## src/rtl/seg_pkg.sv

```systemverilog
// Shared types and defaults for the multiplexed 7-segment controller.
package seg_pkg;

    typedef enum logic {BLANK, SHOW} mux_state_t;

    localparam int DEF_DWELL_CYCLES = 24000;
    localparam int DEF_BLANK_CYCLES = 480;

    // Width needed to hold the longer of the two phase lengths, never below 1.
    function automatic int cnt_width(input int dwell, input int blank);
        int m;
        m = (dwell > blank) ? dwell : blank;
        return (m > 1) ? $clog2(m) : 1;
    endfunction

endpackage

```

## src/rtl/seg_mux_ctrl_if.sv

```systemverilog
// Digit-value input and display-drive outputs of the segment multiplexer.
interface seg_mux_ctrl_if #(parameter int NUM_DIGITS = 2);

    logic [4*NUM_DIGITS-1:0] digits_in;
    logic                    load;
    logic [3:0]              s_out;
    logic [NUM_DIGITS-1:0]   an_n;
    logic                    frame_start;

    modport master (
        output digits_in, load,
        input  s_out, an_n, frame_start
    );

    modport slave (
        input  digits_in, load,
        output s_out, an_n, frame_start
    );

endinterface

```

## src/rtl/phase_timer.sv

```systemverilog
// Loadable down-counter; tc is high while the count sits at zero.
module phase_timer #(
    parameter int             W         = 2,
    parameter logic [W-1:0]   RESET_VAL = '0
) (
    input  logic         clk,
    input  logic         reset,
    input  logic         load,
    input  logic [W-1:0] load_val,
    output logic         tc
);

    logic [W-1:0] count_q;

    always_ff @(posedge clk) begin
        if (reset) begin
            count_q <= RESET_VAL;
        end else if (load) begin
            count_q <= load_val;
        end else if (count_q != '0) begin
            count_q <= count_q - 1'b1;
        end
    end

    assign tc = (count_q == '0);

endmodule

```

## src/rtl/seg_mux_ctrl.sv

```systemverilog
// Time-multiplexes NUM_DIGITS hex digits onto one segment bus with a blanking gap
// before each digit and frame-aligned double buffering of the digit values.
//
//   state | meaning
//   BLANK | all digits dark; s_out already carries the upcoming digit's nibble
//   SHOW  | digit idx lit for DWELL_CYCLES
module seg_mux_ctrl
    import seg_pkg::*;
#(
    parameter int NUM_DIGITS   = 2,
    parameter int DWELL_CYCLES = DEF_DWELL_CYCLES,
    parameter int BLANK_CYCLES = DEF_BLANK_CYCLES
) (
    input  logic          clk,
    input  logic          reset,
    seg_mux_ctrl_if.slave bus
);

    localparam int CNT_W = cnt_width(DWELL_CYCLES, BLANK_CYCLES);
    localparam int IDX_W = (NUM_DIGITS > 1) ? $clog2(NUM_DIGITS) : 1;
    localparam logic [IDX_W-1:0] LAST_IDX   = IDX_W'(NUM_DIGITS - 1);
    localparam logic [CNT_W-1:0] DWELL_LOAD = CNT_W'(DWELL_CYCLES - 1);
    localparam logic [CNT_W-1:0] BLANK_LOAD = CNT_W'(BLANK_CYCLES - 1);

    mux_state_t                       state_q, state_d;
    logic [IDX_W-1:0]                 idx_q, idx_d;
    logic [NUM_DIGITS-1:0][3:0]       pending_q, pending_d;
    logic [NUM_DIGITS-1:0][3:0]       active_q, active_d;
    logic [NUM_DIGITS-1:0]            an_n_q, an_n_d;
    logic [3:0]                       s_out_q, s_out_d;
    logic                             frame_start_q, frame_start_d;
    logic                             wrap;
    logic                             tc;
    logic [CNT_W-1:0]                 timer_load_val;

    // The timer reloads on its own terminal count with the length of the phase being entered.
    assign timer_load_val = (state_q == BLANK) ? DWELL_LOAD : BLANK_LOAD;

    phase_timer #(
        .W         (CNT_W),
        .RESET_VAL (BLANK_LOAD)
    ) u_phase_timer (
        .clk      (clk),
        .reset    (reset),
        .load     (tc),
        .load_val (timer_load_val),
        .tc       (tc)
    );

    always_ff @(posedge clk) begin
        if (reset) begin
            state_q       <= BLANK;
            idx_q         <= '0;
            pending_q     <= '0;
            active_q      <= '0;
            an_n_q        <= '1;
            s_out_q       <= '0;
            frame_start_q <= 1'b1;
        end else begin
            state_q       <= state_d;
            idx_q         <= idx_d;
            pending_q     <= pending_d;
            active_q      <= active_d;
            an_n_q        <= an_n_d;
            s_out_q       <= s_out_d;
            frame_start_q <= frame_start_d;
        end
    end

    always_comb begin
        state_d   = state_q;
        idx_d     = idx_q;
        wrap      = 1'b0;
        pending_d = bus.load ? bus.digits_in : pending_q;
        active_d  = active_q;

        case (state_q)
            BLANK: begin
                if (tc) state_d = SHOW;
            end
            SHOW: begin
                if (tc) begin
                    state_d = BLANK;
                    if (idx_q == LAST_IDX) begin
                        idx_d = '0;
                        wrap  = 1'b1;
                    end else begin
                        idx_d = idx_q + 1'b1;
                    end
                end
            end
        endcase

        // pending_d already includes a same-edge load, so that load lands directly in active.
        if (wrap) active_d = pending_d;

        // Outputs are registered from next-state values so they line up with the phase they describe.
        an_n_d        = (state_d == SHOW) ? ~(NUM_DIGITS'(1) << idx_d) : '1;
        s_out_d       = active_d[idx_d];
        frame_start_d = wrap;
    end

    assign bus.an_n        = an_n_q;
    assign bus.s_out       = s_out_q;
    assign bus.frame_start = frame_start_q;

endmodule

```

## src/flat_wrapper.sv

```systemverilog
// flat-port wrapper written by rule: the top's interface ports become plain ports
module seg_mux_ctrl_flat import seg_pkg::*;
#(
    parameter int NUM_DIGITS   = 2,
    parameter int DWELL_CYCLES = DEF_DWELL_CYCLES,
    parameter int BLANK_CYCLES = DEF_BLANK_CYCLES
)
  (clk, reset, bus_digits_in, bus_load, bus_s_out, bus_an_n, bus_frame_start);
  seg_mux_ctrl_if #(.NUM_DIGITS(NUM_DIGITS)) bus_i ();
  input  logic clk;
  input  logic reset;
  input wire logic [$bits(bus_i.digits_in)-1:0] bus_digits_in;
  input wire logic [$bits(bus_i.load)-1:0] bus_load;
  output wire logic [$bits(bus_i.s_out)-1:0] bus_s_out;
  output wire logic [$bits(bus_i.an_n)-1:0] bus_an_n;
  output wire logic [$bits(bus_i.frame_start)-1:0] bus_frame_start;
  assign bus_i.digits_in = bus_digits_in;
  assign bus_i.load = bus_load;
  assign bus_s_out = bus_i.s_out;
  assign bus_an_n = bus_i.an_n;
  assign bus_frame_start = bus_i.frame_start;
  seg_mux_ctrl #(.NUM_DIGITS(NUM_DIGITS), .DWELL_CYCLES(DWELL_CYCLES), .BLANK_CYCLES(BLANK_CYCLES)) u_core (.clk(clk), .reset(reset), .bus(bus_i));
endmodule
```

## config.mk

```make
export PLATFORM = sky130hd
export DESIGN_NAME = seg_mux_ctrl_flat
export DESIGN_NICKNAME = d
export VERILOG_FILES = /design/src/rtl/seg_pkg.sv /design/src/rtl/seg_mux_ctrl_if.sv /design/src/rtl/phase_timer.sv /design/src/rtl/seg_mux_ctrl.sv /design/src/flat_wrapper.sv
export SDC_FILE = /design/constraint.sdc
export NUM_CORES = 1
export LEC_CHECK = 0
export CAP_MARGIN = 5
export CORE_MARGIN = 5
export CORE_UTILIZATION = 51
export CTS_CLUSTER_SIZE = 25
export DETAILED_ROUTE_END_ITERATION = 16
export GPL_TIMING_DRIVEN = 1
export PLACE_DENSITY = 0.76
export SETUP_SLACK_MARGIN = 0.4
export SLEW_MARGIN = 20
export SYNTH_ARGS = -nofsm -noshare
export SYNTH_HDL_FRONTEND = slang
export SYNTH_HIERARCHICAL = 1
export SYNTH_SLANG_ARGS = --single-unit
```

## constraint.sdc

```tcl
create_clock -name clk -period 2.1 [get_ports clk]
set_input_delay 0.21 -clock clk [delete_from_list [all_inputs] [get_ports clk]]
set_output_delay 0.21 -clock clk [all_outputs]
set_load 0.05 [all_outputs]
```

### Yosys cells after proc, flatten, opt, wreduce, memory -nomap -nowiden

Cells that the tools add are included.

| word-level totals | value |
|---|---|
| word-level logic and storage cells | 37 |
| register bits | 40 |

| cells by class | value |
|---|---|
| add/subtract/negate cells | 2 |
| shifts and indexed selects | 1 |
| muxes and demuxes | 16 |
| bitwise logic cells | 3 |
| reduce and logical (&&, ||, !) cells | 4 |
| order comparisons | 1 |

Operators by type and width:

| kind | count |
|---|---|
| 2-to-1 mux 15 bit | 3 |
| 2-to-1 mux 8 bit | 2 |
| logical NOT 15 bit | 1 |
| nonzero test 15 bit | 1 |
| subtractor 15 x 1 -> 15 bit, second input constant | 1 |
| 2-to-1 mux 1 bit | 8 |
| 2-to-1 mux 4 bit | 2 |
| less-than comparator 1 x 2 -> 1 bit, second input constant | 1 |
| NOT 1 bit | 2 |
| NOT 2 bit | 1 |
| case mux 1 bit (2 select lines) | 1 |
| nonzero test 2 bit | 1 |
| OR reduction 2 bit | 1 |
| << shifter 1 x 1 -> 2 bit, first input constant | 1 |
| adder 1 bit, second input constant | 1 |

### Logic depth before layout (Yosys ltp)

| depth | value |
|---|---|
| word-level depth | 6 |
| depth in mapped cells | 10 |
| depth with buffers taken out | 8 |

### Hierarchy

Netlist, hierarchy kept.

By module, submodules not included:

| module | area an instance (um^2) | times used | cells an instance |
|---|---|---|---|
| seg_mux_ctrl | 1044.8 | 1 | 96 |
| phase_timer | 894.6 | 1 | 95 |

### Least setup slack after synthesis

OpenSTA, ideal clock, no wires.

| timing | value |
|---|---|
| path kind | register to register |
| start point | register u_core.u_phase_timer.count_q[0] |
| end point | register u_core.s_out_q[2] (netlist: u_core/bus.s_out[2]) |
| cell stages (with the launch flop) | 11 |
| buffers on the path | 2 |
| setup time | 0.122 ns |
| path slack | -0.144 ns |
| arrival time | 2.121 ns |
| cell sequence | dfxtp_1 -> inv_1 -> ha_1 -> or3b_1 -> nor3_1 -> ha_1 -> buf_4 -> nand2_2 -> buf_6 -> o211ai_1 -> a21oi_1 |

| on the way | value |
|---|---|
| cells in the longest elaborated chain, start to end | 6 |
| elaborated cells between the ends (all ways) | 8 |
| classes of those cells | 7 x mux; 1 x reduce/logical |

RTL lines:

| item | line | RTL |
|---|---|---|
| start: declaration | phase_timer.sv:13 | `logic [W-1:0] count_q;` |
| start signal: assignment | phase_timer.sv:19 | `count_q <= load_val;` |
| start signal: assignment | phase_timer.sv:21 | `count_q <= count_q - 1'b1;` |
| logical NOT 15 bit * | phase_timer.sv:25 | `assign tc = (count_q == '0);` |
| named net u_core.tc | seg_mux_ctrl.sv:33 | `logic tc;` |
| 2-to-1 mux 1 bit | seg_mux_ctrl.sv:82 | `if (tc) begin` |
| 2-to-1 mux 1 bit | seg_mux_ctrl.sv:77 | `case (state_q)` |
| 2-to-1 mux 8 bit | seg_mux_ctrl.sv:95 | `if (wrap) active_d = pending_d;` |
| 2-to-1 mux 4 bit (not written as such) * (2 in a row) | seg_mux_ctrl.sv:99 | `s_out_d = active_d[idx_d];` |
| end signal: assignment | seg_mux_ctrl.sv:65 | `s_out_q <= s_out_d;` |
| end: declaration | seg_mux_ctrl.sv:30 | `logic [3:0] s_out_q, s_out_d;` |

The timed path passes the listed nets; every way through them passes the cells marked *. The select of a mux whose other input is x is not followed.
A chain may end at the register's enable or synchronous reset.

### Worst setup path after layout

| timing | value |
|---|---|
| start point | register u_core.u_phase_timer.count_q[0] |
| end point | register u_core.an_n_q[0] (netlist: u_core/bus.an_n[0]) |

| on the way | value |
|---|---|
| cells in the longest elaborated chain, start to end | 5 |
| elaborated cells between the ends (all ways) | 10 |
| classes of those cells | 1 x shift; 5 x mux; 2 x bitwise; 2 x reduce/logical |

RTL lines:

| item | line | RTL |
|---|---|---|
| logical NOT 15 bit * | phase_timer.sv:25 |  |
| named net u_core.tc | seg_mux_ctrl.sv:33 |  |
| 2-to-1 mux 1 bit (on tied branches) | seg_mux_ctrl.sv:82, seg_mux_ctrl.sv:79 |  |
| case mux 1 bit (2 select lines) or 2-to-1 mux 1 bit (tied branches) | seg_mux_ctrl.sv:77 |  |
| NOT 1 bit (no line) or << shifter 1 x 1 -> 2 bit (tied branches) | - |  |
| OR reduction 2 bit (no line) or NOT 2 bit (tied branches) | - |  |
| end signal: assignment | seg_mux_ctrl.sv:64 | `an_n_q <= an_n_d;` |
| end: declaration | seg_mux_ctrl.sv:29 | `logic [NUM_DIGITS-1:0] an_n_q, an_n_d;` |

The timed path passes the listed nets; every way through them passes the cells marked *.

==> metrics.txt <==
final period utilization=94.5%; Fin Hold WS=543 ps; CTS H-tree lvls=2; most frequent cells after synthesis=dfxtp_1, nor2_1, a21oi_1; Distinct cells, synth=50; Critical Path Most Common Cell=ha_4; iteration-0 DRC count of the detailed router=95; Largest stage delay, worst path=400 ps; Worst Skew=3.26 ps; Cell Chain, Critical Path=inv_4 > ha_4 > or3b_4 > nor3_4 > ha_4 > mux2i_4 > buf_4 > buf_6 > nand2_1; met1 usage in global routing=19.5%; Nets=254; Final Max Tran Viols=0; MaxCap Viol Count=0; worst slew pin tran=562 ps; buffers plus inverters on the worst setup path=3; fin crit period=1980 ps; pin count of the biggest net entering global routing=25; P&R area growth vs syn=33.7%; vias after detailed routing=1621; DR pass1 iterations=5; clock sink count=40; Setup Viol. Count Final=0; final hold violations=0; Worst Path Required=2290 ps; Worst Setup Start Kind=register; first-pass GRT wire length=7.18 mm; number of antenna diodes=0; Placer Congestion=0.874; Synth Register Bits=40; Slew headroom=62.4%; core box area=3660 um^2; # rows=22; Total Routing Usage GR=17.8%; num ports=18; top post-synthesis cells by area=dfxtp_1, mux2_4, xnor2_1; Cell Area, Synth=1940 um^2; port bufs=17; die area=5140 um^2; CP endpoint kind=register; vias in the first global route=1580; Critical Path AT=2180 ps; Leakage=0.00108 uW; residual DRC count=0; Worst VDD drop=0.000474 V; unrepaired setup endpoints after global routing=yes; Clk Tree Root Cell=clkbuf_8; # fillers=264; total grt overflow=0; ys flop type=dfxtp_1; layout cells sized above 1=29.3%; Avg Vias per Cell=5.59; starting density of the core=53.0%; CP delay by family, top=simple AND/OR/NAND/NOR gates; Seq. cell area=808 um^2; met3 Resource Use GR=5.33%; Crit Path Max Fanout=6; fmax=504 MHz; CTS tree=done; met2 GRT Util=30.3%; Synth area leader=dfxtp_1; CTS buffer count=5; wirelength, routed=4.49 mm; Setup CP Type=reg -> reg; TNS Setup=0 ps; syn_area_per_cell=10.2 um^2; chip width=71.7 um; PD cells=594 nW/um^2; post-synth top area share=41.3%; detailed-route wire length per cell=15.5 um; Post-synth ARST share=0%; antenna viol nets, final=0; Post-synth EDFFs=0; most frequent cell after synthesis=dfxtp_1; register area share after synthesis=41.3%; DIE HEIGHT=71.7 um; HPWL Detailed=2.83 mm; YS warnings=6; clk_lat worst skew=300 ps; Top Usage Layer GRT=met2; status=finished, final reports clean; clock buffer depth=2; Syn Inst Count=191; hold buffers post-CTS=0; multi-input logic area=1150 um^2; clk slew on worst S/H paths=80 ps; Hold/Removal Path Class=reg -> reg; CP max stage cell=or3b_4; initial antenna violation count=0
## final cells by class
| class | count | area share, % |
|---|---|---|
| Clock buffer | 5 | 2.65 |
| Clock inverter | 3 | 1.64 |
| Inverter | 4 | 0.917 |
| Multi-Input combinational cell | 144 | 44.4 |
| Sequential cell | 40 | 31.2 |
| Tap cell | 48 | 2.32 |
| Timing Repair Buffer | 46 | 16.9 |
## through the flow
step	util, %	power (uW)	instance area, um^2	setup slack [ps]	cells
4_1_cts	68.7	1550	2510	109	284
5_1_grt	70.8	1600	2590	78.5	290
3_5_place_dp	61.0	913	2230	71.7	259
3_3_place_gp	61.0	907	2230	124	259
6_report	70.8	1540	2590	116	290
2_1_floorplan	-	873	2030	148	198
## tightest hold or removal path, cell delays in order (launching register included)
cell and delay, ps:
dfxtp_1 360, o41ai_2 70, o31ai_1 70
## state kept, by name (all words and copies together) (netlist names)
signal	flops
u_core/bus.s_out	4
u_core/bus.frame_start	1
u_core/bus.an_n	2
u_core/idx_q	1
u_core/pending_q	8
u_core/u_phase_timer/count_q	15
u_core/active_q	8
u_core/state_q	1
## logic make-up (layout without fill, tap and decap cells)
group / Yosys count / after routing / share of synthesized area [%]
compound gates: 50 / 50 / 18.0
buf+inv: 14 / 58 / 4.71
other cells: 2 / 9 / 0.387
flops: 40 / 40 / 41.3
simple gates: 63 / 63 / 22.2
xor+xnor: 9 / 9 / 4.06
fa+ha+maj: 2 / 2 / 1.29
mux: 11 / 11 / 8.06
## repair_timing
action / CTS / global route
cloned: 1 / 0
pin swaps: 16 / 13
endpoints found under the setup margin: 31 / 32
buffers inserted: 16 / 6
resized for setup: 10 / 8
## where the power goes
part	switching [uW]	total, uW	internal [uW]
logic	54.5	123	68.9
clock network	280	632	352
registers	10.7	783	773
## worst paths after layout
path,from,cells past startpoint,endpoint,slack (ps)
worst max-delay path,u_core/u_phase_timer/count_q[0],9,u_core/bus.an_n[0],120
worst min-delay path,u_core/u_phase_timer/count_q[14],2,u_core/u_phase_timer/count_q[14],540
worst max register to register,u_core/u_phase_timer/count_q[0],9,u_core/bus.an_n[0],120
worst min register to register,u_core/u_phase_timer/count_q[14],2,u_core/u_phase_timer/count_q[14],540
## layer usage
metal / routed length (um) / share of wire, %
met1: 1840 / 41
met4: 138 / 3.1
met5: 0 / 0
met3: 208 / 4.6
met2: 2310 / 51
## cells in the final DEF, fill, tap and decap left out, types with 2 or more instances in the layout
master / count
a21o_1: 8
a21oi_1: 10
a22o_1: 4
a31oi_1: 2
buf_12: 2
buf_4: 21
buf_6: 5
clkbuf_8: 5
clkdlybuf4s50_1: 17
clkinvlp_4: 2
conb_1: 9
dfxtp_1: 38
dfxtp_4: 2
ha_4: 2
inv_4: 2
mux2_4: 9
nand2_1: 5
nand3_1: 3
nand3b_1: 2
nand4_1: 2
nor2_1: 13
nor2_2: 3
nor2b_1: 8
nor3_1: 2
nor3_4: 2
nor3b_1: 7
nor4_4: 3
o211ai_1: 8
o21ai_0: 3
o21ai_1: 2
o21bai_1: 3
o31a_1: 2
o31ai_1: 4
xnor2_1: 8
(Power assumes the default switching activity.)
